$ cat src/rtl/sonar_scheduler_if.sv
// rtl/sonar_scheduler_if.sv - Handshake bundle between frame logic and sonar_scheduler.
// Optional macro SONAR_SCHED_MASK_EN adds the sonar_mask channel-enable vector.
interface sonar_scheduler_if #(
    parameter int N_SONARS = 5
);
    logic                enable;
    logic [N_SONARS-1:0] done;
    logic                clr_timeout;
`ifdef SONAR_SCHED_MASK_EN
    logic [N_SONARS-1:0] sonar_mask;
`endif
    logic [N_SONARS-1:0] start;
    logic [2:0]          active_idx;
    logic                busy;
    logic                frame_done;
    logic [N_SONARS-1:0] timeout;
    logic                overrun;

    modport master (
`ifdef SONAR_SCHED_MASK_EN
        output sonar_mask,
`endif
        output enable, done, clr_timeout,
        input  start, active_idx, busy, frame_done, timeout, overrun
    );

    modport slave (
`ifdef SONAR_SCHED_MASK_EN
        input  sonar_mask,
`endif
        input  enable, done, clr_timeout,
        output start, active_idx, busy, frame_done, timeout, overrun
    );
endinterface

$ cat src/rtl/sonar_scheduler.sv
// rtl/sonar_scheduler.sv - Round-robin sonar channel sequencer with per-slot timeout and guard gap.
// Optional macro SONAR_SCHED_MASK_EN skips channels whose mask bit is 0.
module sonar_scheduler #(
    parameter int N_SONARS      = 5,
    parameter int PERIOD_CYCLES = 3_000_000,
    parameter int SLOT_TIMEOUT  = 1_500_000,
    parameter int GAP_CYCLES    = 50_000
) (
    input logic              CLOCK_50,
    input logic              reset,
    sonar_scheduler_if.slave bus
);
    localparam int FW = $clog2(PERIOD_CYCLES);
    localparam int CW = $clog2((SLOT_TIMEOUT > GAP_CYCLES) ? SLOT_TIMEOUT : GAP_CYCLES);
    localparam logic [FW-1:0] FRAME_LAST = FW'(PERIOD_CYCLES - 1);
    localparam logic [CW-1:0] SLOT_LAST  = CW'(SLOT_TIMEOUT - 1);
    localparam logic [CW-1:0] GAP_LAST   = CW'(GAP_CYCLES - 1);

    typedef enum logic [2:0] {S_IDLE, S_FIRE, S_WAIT, S_GUARD, S_FRAME_WAIT} state_t;

    state_t              r_state, w_state_nxt;
    logic [2:0]          r_idx, w_idx_nxt;
    logic [CW-1:0]       r_cnt, w_cnt_nxt;
    logic [FW-1:0]       r_frame, w_frame_nxt;
    logic [N_SONARS-1:0] r_start, w_start_nxt;
    logic                r_frame_done, w_frame_done_nxt;
    logic [N_SONARS-1:0] r_timeout, w_to_set;
    logic                r_overrun, w_ovr_set;
    logic                r_stop, w_stop_nxt;
    logic                w_restart;
    logic                w_first_found, w_next_found;
    logic [2:0]          w_first_idx, w_next_idx;
`ifdef SONAR_SCHED_MASK_EN
    logic [N_SONARS-1:0] r_mask, w_mask_nxt;
`endif

    // First channel of a new frame, and the channel after the current one.
    always_comb begin
`ifdef SONAR_SCHED_MASK_EN
        w_first_found = 1'b0;
        w_first_idx   = '0;
        w_next_found  = 1'b0;
        w_next_idx    = '0;
        for (int i = N_SONARS - 1; i >= 0; i--) begin
            if (bus.sonar_mask[i]) begin
                w_first_found = 1'b1;
                w_first_idx   = 3'(i);
            end
            if (r_mask[i] && (i > int'(r_idx))) begin
                w_next_found = 1'b1;
                w_next_idx   = 3'(i);
            end
        end
`else
        w_first_found = 1'b1;
        w_first_idx   = '0;
        w_next_found  = (r_idx < 3'(N_SONARS - 1));
        w_next_idx    = r_idx + 3'd1;
`endif
    end

    always_comb begin
        w_state_nxt      = r_state;
        w_idx_nxt        = r_idx;
        w_cnt_nxt        = r_cnt;
        w_frame_nxt      = (r_frame == FRAME_LAST) ? r_frame : r_frame + 1'b1;
        w_start_nxt      = '0;
        w_frame_done_nxt = 1'b0;
        w_to_set         = '0;
        w_ovr_set        = 1'b0;
        w_stop_nxt       = r_stop | ~bus.enable;
        w_restart        = 1'b0;
`ifdef SONAR_SCHED_MASK_EN
        w_mask_nxt       = r_mask;
`endif
        case (r_state)
            S_IDLE: begin
                w_stop_nxt  = 1'b0;
                w_frame_nxt = '0;
                w_restart   = bus.enable;
            end
            S_FIRE: begin
                w_start_nxt[r_idx] = 1'b1;
                w_cnt_nxt          = '0;
                w_state_nxt        = S_WAIT;
            end
            S_WAIT: begin
                w_cnt_nxt = r_cnt + 1'b1;
                if (bus.done[r_idx]) begin
                    w_cnt_nxt   = '0;
                    w_state_nxt = S_GUARD;
                end else if (r_cnt == SLOT_LAST) begin
                    w_to_set[r_idx] = 1'b1;
                    w_cnt_nxt       = '0;
                    w_state_nxt     = S_GUARD;
                end
            end
            S_GUARD: begin
                w_cnt_nxt = r_cnt + 1'b1;
                if (r_cnt == GAP_LAST) begin
                    w_cnt_nxt = '0;
                    if (w_stop_nxt) begin
                        w_state_nxt = S_IDLE;
                    end else if (w_next_found) begin
                        w_state_nxt = S_FIRE;
                        w_idx_nxt   = w_next_idx;
                    end else if (r_frame >= FRAME_LAST) begin
                        // Slots ran past the period: close the frame now and restart.
                        w_ovr_set        = 1'b1;
                        w_frame_done_nxt = 1'b1;
                        w_restart        = 1'b1;
                    end else begin
                        w_state_nxt = S_FRAME_WAIT;
                    end
                end
            end
            S_FRAME_WAIT: begin
                if (r_frame == FRAME_LAST) begin
                    w_frame_done_nxt = 1'b1;
                    if (w_stop_nxt) w_state_nxt = S_IDLE;
                    else            w_restart   = 1'b1;
                end
            end
            default: w_state_nxt = S_IDLE;
        endcase

        if (w_restart) begin
            w_frame_nxt = '0;
            w_idx_nxt   = w_first_idx;
            w_state_nxt = w_first_found ? S_FIRE : S_FRAME_WAIT;
`ifdef SONAR_SCHED_MASK_EN
            w_mask_nxt  = bus.sonar_mask;
`endif
        end
    end

    always_ff @(posedge CLOCK_50 or posedge reset) begin
        if (reset) begin
            r_state      <= S_IDLE;
            r_idx        <= '0;
            r_cnt        <= '0;
            r_frame      <= '0;
            r_start      <= '0;
            r_frame_done <= 1'b0;
            r_timeout    <= '0;
            r_overrun    <= 1'b0;
            r_stop       <= 1'b0;
`ifdef SONAR_SCHED_MASK_EN
            r_mask       <= '0;
`endif
        end else begin
            r_state      <= w_state_nxt;
            r_idx        <= w_idx_nxt;
            r_cnt        <= w_cnt_nxt;
            r_frame      <= w_frame_nxt;
            r_start      <= w_start_nxt;
            r_frame_done <= w_frame_done_nxt;
            r_timeout    <= (r_timeout & ~{N_SONARS{bus.clr_timeout}}) | w_to_set;
            r_overrun    <= (r_overrun & ~bus.clr_timeout) | w_ovr_set;
            r_stop       <= w_stop_nxt;
`ifdef SONAR_SCHED_MASK_EN
            r_mask       <= w_mask_nxt;
`endif
        end
    end

    assign bus.start      = r_start;
    assign bus.active_idx = r_idx;
    assign bus.busy       = (r_state != S_IDLE);
    assign bus.frame_done = r_frame_done;
    assign bus.timeout    = r_timeout;
    assign bus.overrun    = r_overrun;
endmodule

$ cat src/flat_wrapper.sv
// flat-port wrapper written by rule: the top's interface ports become plain ports
module sonar_scheduler_flat 
#(
    parameter int N_SONARS      = 5,
    parameter int PERIOD_CYCLES = 3_000_000,
    parameter int SLOT_TIMEOUT  = 1_500_000,
    parameter int GAP_CYCLES    = 50_000
)
  (CLOCK_50, reset, bus_enable, bus_done, bus_clr_timeout, bus_start, bus_active_idx, bus_busy, bus_frame_done, bus_timeout, bus_overrun);
  sonar_scheduler_if #(.N_SONARS(N_SONARS)) bus_i ();
  input logic CLOCK_50;
  input logic reset;
  input wire logic [$bits(bus_i.enable)-1:0] bus_enable;
  input wire logic [$bits(bus_i.done)-1:0] bus_done;
  input wire logic [$bits(bus_i.clr_timeout)-1:0] bus_clr_timeout;
  output wire logic [$bits(bus_i.start)-1:0] bus_start;
  output wire logic [$bits(bus_i.active_idx)-1:0] bus_active_idx;
  output wire logic [$bits(bus_i.busy)-1:0] bus_busy;
  output wire logic [$bits(bus_i.frame_done)-1:0] bus_frame_done;
  output wire logic [$bits(bus_i.timeout)-1:0] bus_timeout;
  output wire logic [$bits(bus_i.overrun)-1:0] bus_overrun;
  assign bus_i.enable = bus_enable;
  assign bus_i.done = bus_done;
  assign bus_i.clr_timeout = bus_clr_timeout;
  assign bus_start = bus_i.start;
  assign bus_active_idx = bus_i.active_idx;
  assign bus_busy = bus_i.busy;
  assign bus_frame_done = bus_i.frame_done;
  assign bus_timeout = bus_i.timeout;
  assign bus_overrun = bus_i.overrun;
  sonar_scheduler #(.N_SONARS(N_SONARS), .PERIOD_CYCLES(PERIOD_CYCLES), .SLOT_TIMEOUT(SLOT_TIMEOUT), .GAP_CYCLES(GAP_CYCLES)) u_core (.CLOCK_50(CLOCK_50), .reset(reset), .bus(bus_i));
endmodule
$ cat config.mk
export PLATFORM = sky130hd
export DESIGN_NAME = sonar_scheduler_flat
export DESIGN_NICKNAME = d
export VERILOG_FILES = /design/src/rtl/sonar_scheduler_if.sv /design/src/rtl/sonar_scheduler.sv /design/src/flat_wrapper.sv
export SDC_FILE = /design/constraint.sdc
export NUM_CORES = 1
export LEC_CHECK = 0
export CORE_ASPECT_RATIO = 1.75
export CORE_UTILIZATION = 30
export CTS_BUF_LIST = sky130_fd_sc_hd__clkbuf_8
export DETAILED_ROUTE_END_ITERATION = 6
export MAX_ROUTING_LAYER = met4
export PLACE_DENSITY = 0.45
export SLEW_MARGIN = 20
export SYNTH_ARGS = -nofsm -noshare
export SYNTH_HDL_FRONTEND = slang
export SYNTH_SLANG_ARGS = --single-unit
$ cat constraint.sdc
create_clock -name CLOCK_50 -period 4.1 [get_ports CLOCK_50]
set_input_delay 0.41 -clock CLOCK_50 [delete_from_list [all_inputs] [get_ports CLOCK_50]]
set_output_delay 0.41 -clock CLOCK_50 [all_outputs]
set_load 0.02 [all_outputs]
After elaboration in Yosys (flattened, before gate mapping)
Index checks and enable logic that the tools add are counted.
W data, S select, Z words.
{"block": "word_totals", "regBits": 62, "wordCells": 89}
{"block": "classes", "addsub": 3, "n_lt_le_gt_ge": 4, "eq_ne": 15, "muxes": 41, "bitwise": 8, "reduce_logical": 9}
{"op": "$mux W22", "count": 3}
{"op": "$mux W21", "count": 3}
{"op": "$pmux W21 S3", "count": 1}
{"op": "$mux W3", "count": 14}
{"op": "$add A22 B1 Y22 const B", "count": 1}
{"op": "$eq A22 B22 Y1 const B", "count": 1}
{"op": "$ge A22 B22 Y1 const B", "count": 1}
{"op": "$add A21 B1 Y21 const B", "count": 1}
{"op": "$eq A21 B16 Y1 const B", "count": 1}
{"op": "$eq A21 B21 Y1 const B", "count": 1}
{"op": "$mux W5", "count": 4}
{"op": "$pmux W3 S5", "count": 1}
{"op": "$mux W1", "count": 11}
{"op": "$ne A3 B1 Y1 const B", "count": 3}
{"op": "$eq A3 B2 Y1 const B", "count": 2}
{"op": "$reduce_and A6 Y1", "count": 1}
{"op": "$reduce_bool A2 Y1", "count": 3}
{"op": "$reduce_bool A3 Y1", "count": 2}
{"op": "$and A5 B5 Y5", "count": 1}
{"op": "$ne A5 B2 Y1 const B", "count": 1}
{"op": "$not A5 Y5", "count": 1}
{"op": "$or A5 B5 Y5", "count": 1}
{"op": "$lt A3 B4 Y1 const B", "count": 1}
{"op": "$ne A2 B1 Y1 const B", "count": 2}
{"op": "17 further kinds", "count": 19}

Logic depth before layout (Yosys ltp)
{"block": "logic_depth", "word_depth": 8, "ltp_mapped": 9, "depth_no_buf": 7}

Worst setup path after synthesis
No wires, ideal clock.
{"block": "synth_timing", "kind": "flip-flop to flip-flop", "start": "reg u_core.r_idx[2] (netlist: u_core.bus.active_idx[2])", "end": "reg u_core.r_cnt[10]", "setup_time_ns": 0.083, "arrival_time_ns": 2.124, "setup_slack_ns": 1.893, "path_stages_with_launch": 9, "path_buffers": 2, "synth_period_minus_slack_ns": 2.207, "cell_sequence": "dfrtp_1 clkbuf_1 mux2i_1 nor2_1 nor4_2 a22o_1 clkbuf_1 nand3_1 o21ai_0"}
{"block": "synth_between", "elab_chain_len": 4}
{"element": "from (decl)", "line_no": "sonar_scheduler.sv:22", "text": "logic [2:0] r_idx, w_idx_nxt;"}
{"element": "from (signal assigned)", "line_no": "sonar_scheduler.sv:153", "text": "r_idx <= w_idx_nxt;"}
{"element": "$bmux W1 S3", "line_no": "sonar_scheduler.sv:89", "text": "if (bus.done[r_idx]) begin"}
{"element": "$mux W1 (not written as such)", "line_no": "sonar_scheduler.sv:89"}
{"element": "$mux W21", "line_no": "sonar_scheduler.sv:89"}
{"element": "$pmux W21 S3", "line_no": "sonar_scheduler.sv:76", "text": "case (r_state)"}
{"element": "to (signal assigned)", "line_no": "sonar_scheduler.sv:154", "text": "r_cnt <= w_cnt_nxt;"}
{"element": "to (decl)", "line_no": "sonar_scheduler.sv:23", "text": "logic [CW-1:0] r_cnt, w_cnt_nxt;"}
No other way between the ends. The select of a mux whose other input is x is not followed.
A chain may end at the register's enable or synchronous reset.

Final worst setup path
{"block": "layout_timing", "start": "reg u_core.r_cnt[4]", "end": "reg u_core.r_state[0]"}
{"block": "layout_between", "elab_chain_len": 5}
{"element": "$eq A21 B16 Y1", "line_no": "sonar_scheduler.sv:100", "text": "if (r_cnt == GAP_LAST) begin"}
{"element": "$mux W1", "line_no": "sonar_scheduler.sv:100"}
{"element": "$pmux W1 S3", "line_no": "sonar_scheduler.sv:76"}
{"element": "$ne A5 B2 Y1 (no source line) (tied with other cells)"}
{"element": "$reduce_and A6 Y1 (no source line)"}
{"element": "to (signal assigned)", "line_no": "sonar_scheduler.sv:152", "text": "r_state <= w_state_nxt;"}
{"element": "to (decl)", "line_no": "sonar_scheduler.sv:21", "text": "state_t r_state, w_state_nxt;"}
Parallel ways exist; a longest one is shown, timed or not.

==> key figures <==
Run status
  • Outcome: finished clean

Logic synthesis
  • Total of warnings raised by yosys: 0
  • Seq cells post-synth: 62
  • Syn Nets: 373
  • Share of flip-flops with an asynchronous set or reset: 100.0%
  • Fraction of the yosys area taken by sequential cells: 46.65%
  • Average instance area after synthesis: 9.212 um^2
  • Post-synthesis cell type count: 54
  • Synthesized area: 3326 um^2
  • Cell count after synthesis: 361
  • Number of enable-type register cells in the synthesized netlist: 0
  • Flip-flop cell with the highest count after synthesis: dfrtp_1

Floorplan
  • Die Outline Area: 11530 um^2
  • Initial standard-cell utilization of the core: 30.91%
  • Total core area: 10760 um^2
  • Floorplan row count: 50
  • Height of the chip: 141.3 um
  • Die Wd: 81.59 um
  • I/O pin count: 25

Timing
  • Setup repair after global routing missed its margin: no
  • Skew final: 0.005528 ns
  • Crit share post-route: 67.32%
  • Aggregate negative setup slack: 0 ns
  • Normalized max-slew margin: 40.89%
  • Fmax: 362.3 MHz
  • Final setup violating endpoints: 0
  • Worst slew pin tran: 0.8854 ns
  • Count of pins over their slew limit: 0
  • Final hold violation count: 0
  • Minimum clock period after layout: 2.760 ns

Cells and area
  • Proportion of layout cells with a drive suffix above 1: 7.712%
  • Number of nets in the finished design: 396
  • Total area of multi-input combinational cells: 1608 um^2
  • Post-route non-filler standard cell count: 519
  • Antenna diode instance count: 0
  • Sequential cell area: 1551 um^2
  • Layout-stage area growth over the synthesis result: 14.97%
  • Total of fill cells in the finished design: 1132

Critical path
  • Crit path from: u_core.r_cnt[4]
  • Setup crit start kind: flip-flop
  • Kind of capture point of the worst setup path: flip-flop
  • Worst reg2reg startpoint: u_core.r_cnt[4]
  • Critical path cell sequence: or4_1 > nor3_1 > nand2_2 > a22oi_4 > o21ai_1 > mux2_1
  • Maximum cell stage delay along the critical path: 0.56 ns
  • Cell with the biggest individual delay on the critical path: a22oi_4
  • Arrival time at the worst endpoint: 3.00 ns
  • Required time at the endpoint of the critical path: 4.34 ns
  • Crit Path Class: flip-flop to flip-flop
  • Register-to-register path setup slack: 1.34 ns
  • Critical-path maximum fanout: 19

Clock tree
  • Clock Latency Late Sink: 0.35 ns
  • Clk root buf: clkbuf_8
  • Number of hold buffers added after cts: 0
  • Number of gates resized after cts: 0
  • Post-CTS Setup Bufs: 0
  • Depth of the CTS H-tree: 3
  • Clock slew at the register clock pins of the worst setup and hold paths: 0.07 ns
  • Clock tree from TritonCTS: yes
  • Number of clock sinks: 62
  • Buffer levels on the longest clock path: 2
  • CTS buffer count: 9

Power
  • Relative contribution of the clock network to total power: 43.0%
  • Sequential Power Share: 54.9%
  • Ratio of total power to cell area: 291.0 nW/um^2
  • Combinational Power Share: 2.1%
  • Max IR drop VDD: 0.0001550 V
  • Static power due to leakage: 1.582 nW
  • Switching fraction of total power: 23.85%
  • Total internal power: 0.8475 mW
  • Reported net switching power: 0.2654 mW

Route
  • Via count: 2766
  • Detailed Routing Iterations Pass 1: 4
  • First-iteration detailed-routing DRC count: 106
  • Met1 Routed Length: 3438 um
  • Remaining number of nets flagged by the antenna check after routing: 0
  • Routed met3 length: 264 um
  • Routed wire length: 8329 um
  • Top routing layer used: met4
  • Wirelength per Cell: 16.05 um
  • Mean number of vias per cell: 5.329
  • Total met2 wirelength after detailed routing: 4417 um
  • Drt drc: 0

Global route
  • Via count of the first global-routing pass: 2685
  • Total Routing Usage GR: 16.67%
  • Number of antenna violations at the first check in global routing: 0
  • Remaining global-route overflow: 0
  • Largest net degree at the start of global routing: 40
  • First-pass GRT wire length: 13940 um

Placed design
  • Count of placed standard cells including taps: 503
  • Routability-driven placement congestion ratio: 0.7817
  • Final HPWL DP: 5924 um
  • I/O Buffers: 24

Hold path
  • Start point of the worst min-delay path: u_core.r_cnt[19]
  • Class of the tightest hold or removal check: flip-flop to flip-flop

Flow run
  • Number of max-capacitance violations reported: 0
-- placed cells by master, fill, tap and decap left out, types with 2 or more instances in the layout --
cell	n
o22ai_1	2
nor4_1	3
and4_1	3
and3_1	9
or3_1	7
nand3b_1	2
nand2b_1	2
nand3_1	25
o21a_1	2
or4_1	3
nor3_1	14
o21ai_1	6
nand2_1	24
clkdlybuf4s50_1	24
inv_1	24
nor2b_1	3
xnor2_1	11
mux2i_1	4
clkinv_2	3
nor3b_1	4
and3_2	3
a31oi_1	2
o21ai_0	16
clkbuf_8	10
nand4_1	9
nor2_1	40
o32ai_1	3
ha_1	3
a22o_1	8
or2_2	3
a21oi_1	18
or4b_1	2
nand4b_1	2
dfrtp_1	62
xor2_1	12
-- final timing paths --
| kind | end | cells after the start |
|---|---|---|
| max | u_core.r_state[0] | 6 |
| min | u_core.r_cnt[19] | 1 |
| max reg2reg | u_core.r_state[0] | 6 |
| min reg2reg | u_core.r_cnt[19] | 1 |
| max in group asynchronous | u_core.bus.active_idx[1] | 3 |
| min in group asynchronous | u_core.r_frame[12] | 2 |
-- logic make-up after synthesis --
group                      share of synthesized area, %
DFF                                               46.65
adders and majority gates                         1.129
muxes                                             1.543
and+or+nand+nor                                   26.90
xor gates and xnor gates                          6.057
AOI/OAI and AO/OA                                 12.72
buffers and inverters                             5.004
-- synth_stat cells (2+ instances only) --
cell	number	area, um^2
inv_1	23	86.33
o21ai_0	16	80.08
nor4_1	3	18.77
and3_1	9	56.30
xnor2_1	11	96.34
nor2b_1	3	18.77
nand3_1	25	125.1
nor3_1	14	70.07
clkbuf_8	2	27.53
nand4b_1	2	17.52
a21oi_1	18	90.09
o21ai_1	6	30.03
ha_1	3	37.54
dfrtp_1	62	1551
or3_1	7	43.79
buf_2	3	15.01
nor2_1	40	150.1
nor3b_1	4	30.03
mux2i_1	4	40.04
o21a_1	2	15.01
or4b_1	2	20.02
nand3b_1	2	15.01
clkbuf_1	7	26.28
and4_1	3	26.28
o22ai_1	2	12.51
a31oi_1	2	12.51
and3_2	3	22.52
nand4_1	9	56.30
or2_2	3	18.77
nand2_1	24	90.09
xor2_1	12	105.1
nand2b_1	2	12.51
or4_1	3	22.52
o32ai_1	3	26.28
a22o_1	8	70.07
-- metal layers --
layer,global-route usage [%],vias to the layer above
met4,7.202,0
met2,27.68,54
met1,18.90,1368
li1,-,1324
met5,-,-
met3,3.601,20
-- per-stage QoR --
step / util [%] / cell area (um^2) / total power [mW] / hold WS [ns] / setup slack (ns)
final: 35.53 / 3824 / 1.113 / 0.4830 / 1.340
after global routing: 35.53 / 3824 / 1.168 / 0.5150 / 0.9485
after CTS: 35.53 / 3824 / 1.131 / 0.4936 / 1.297
after detailed placement: 33.98 / 3656 / 0.6476 / 0.4847 / 1.095
after global placement: 33.98 / 3656 / 0.6474 / 0.4659 / 1.179
after floorplan: - / 3326 / 0.6332 / 0.4388 / 1.893
-- sequential cells by signal, indices dropped and copies added (netlist names) --
name,cells
u_core.r_frame,22
u_core.r_cnt,21
u_core.bus.start,5
u_core.bus.timeout,5
u_core.bus.active_idx,3
u_core.r_state,3
u_core.bus.frame_done,1
u_core.bus.overrun,1
u_core.r_stop,1
-- power groups by stage --
stage / sequential [mW] / combinational, mW / clock [mW]
final: 0.611 / 0.0229 / 0.479
after global placement: 0.623 / 0.0243 / 0
after CTS: 0.611 / 0.0246 / 0.495
after floorplan: 0.623 / 0.0101 / 0
after detailed placement: 0.623 / 0.0245 / 0
after global routing: 0.611 / 0.0267 / 0.531
-- worst max-delay path: cells and delay by family, from the launching register on --
| family | cells | cell delay, ns |
|---|---|---|
| DFF | 1 | 0.44 |
| and+or+nand+nor | 3 | 1.05 |
| muxes | 1 | 0.36 |
| AOI/OAI and AO/OA | 2 | 0.80 |
-- cell type report --
type | count | area share, %
Clock buffer | 10 | 3.599
Timing Repair Buffer | 25 | 6.479
Multi-Input combinational cell | 263 | 42.05
Inverter | 23 | 2.258
Clock inverter | 6 | 0.7853
Sequential cell | 62 | 40.58
Tap cell | 130 | 4.254
Note: power is estimated with default switching activity, not from simulation.
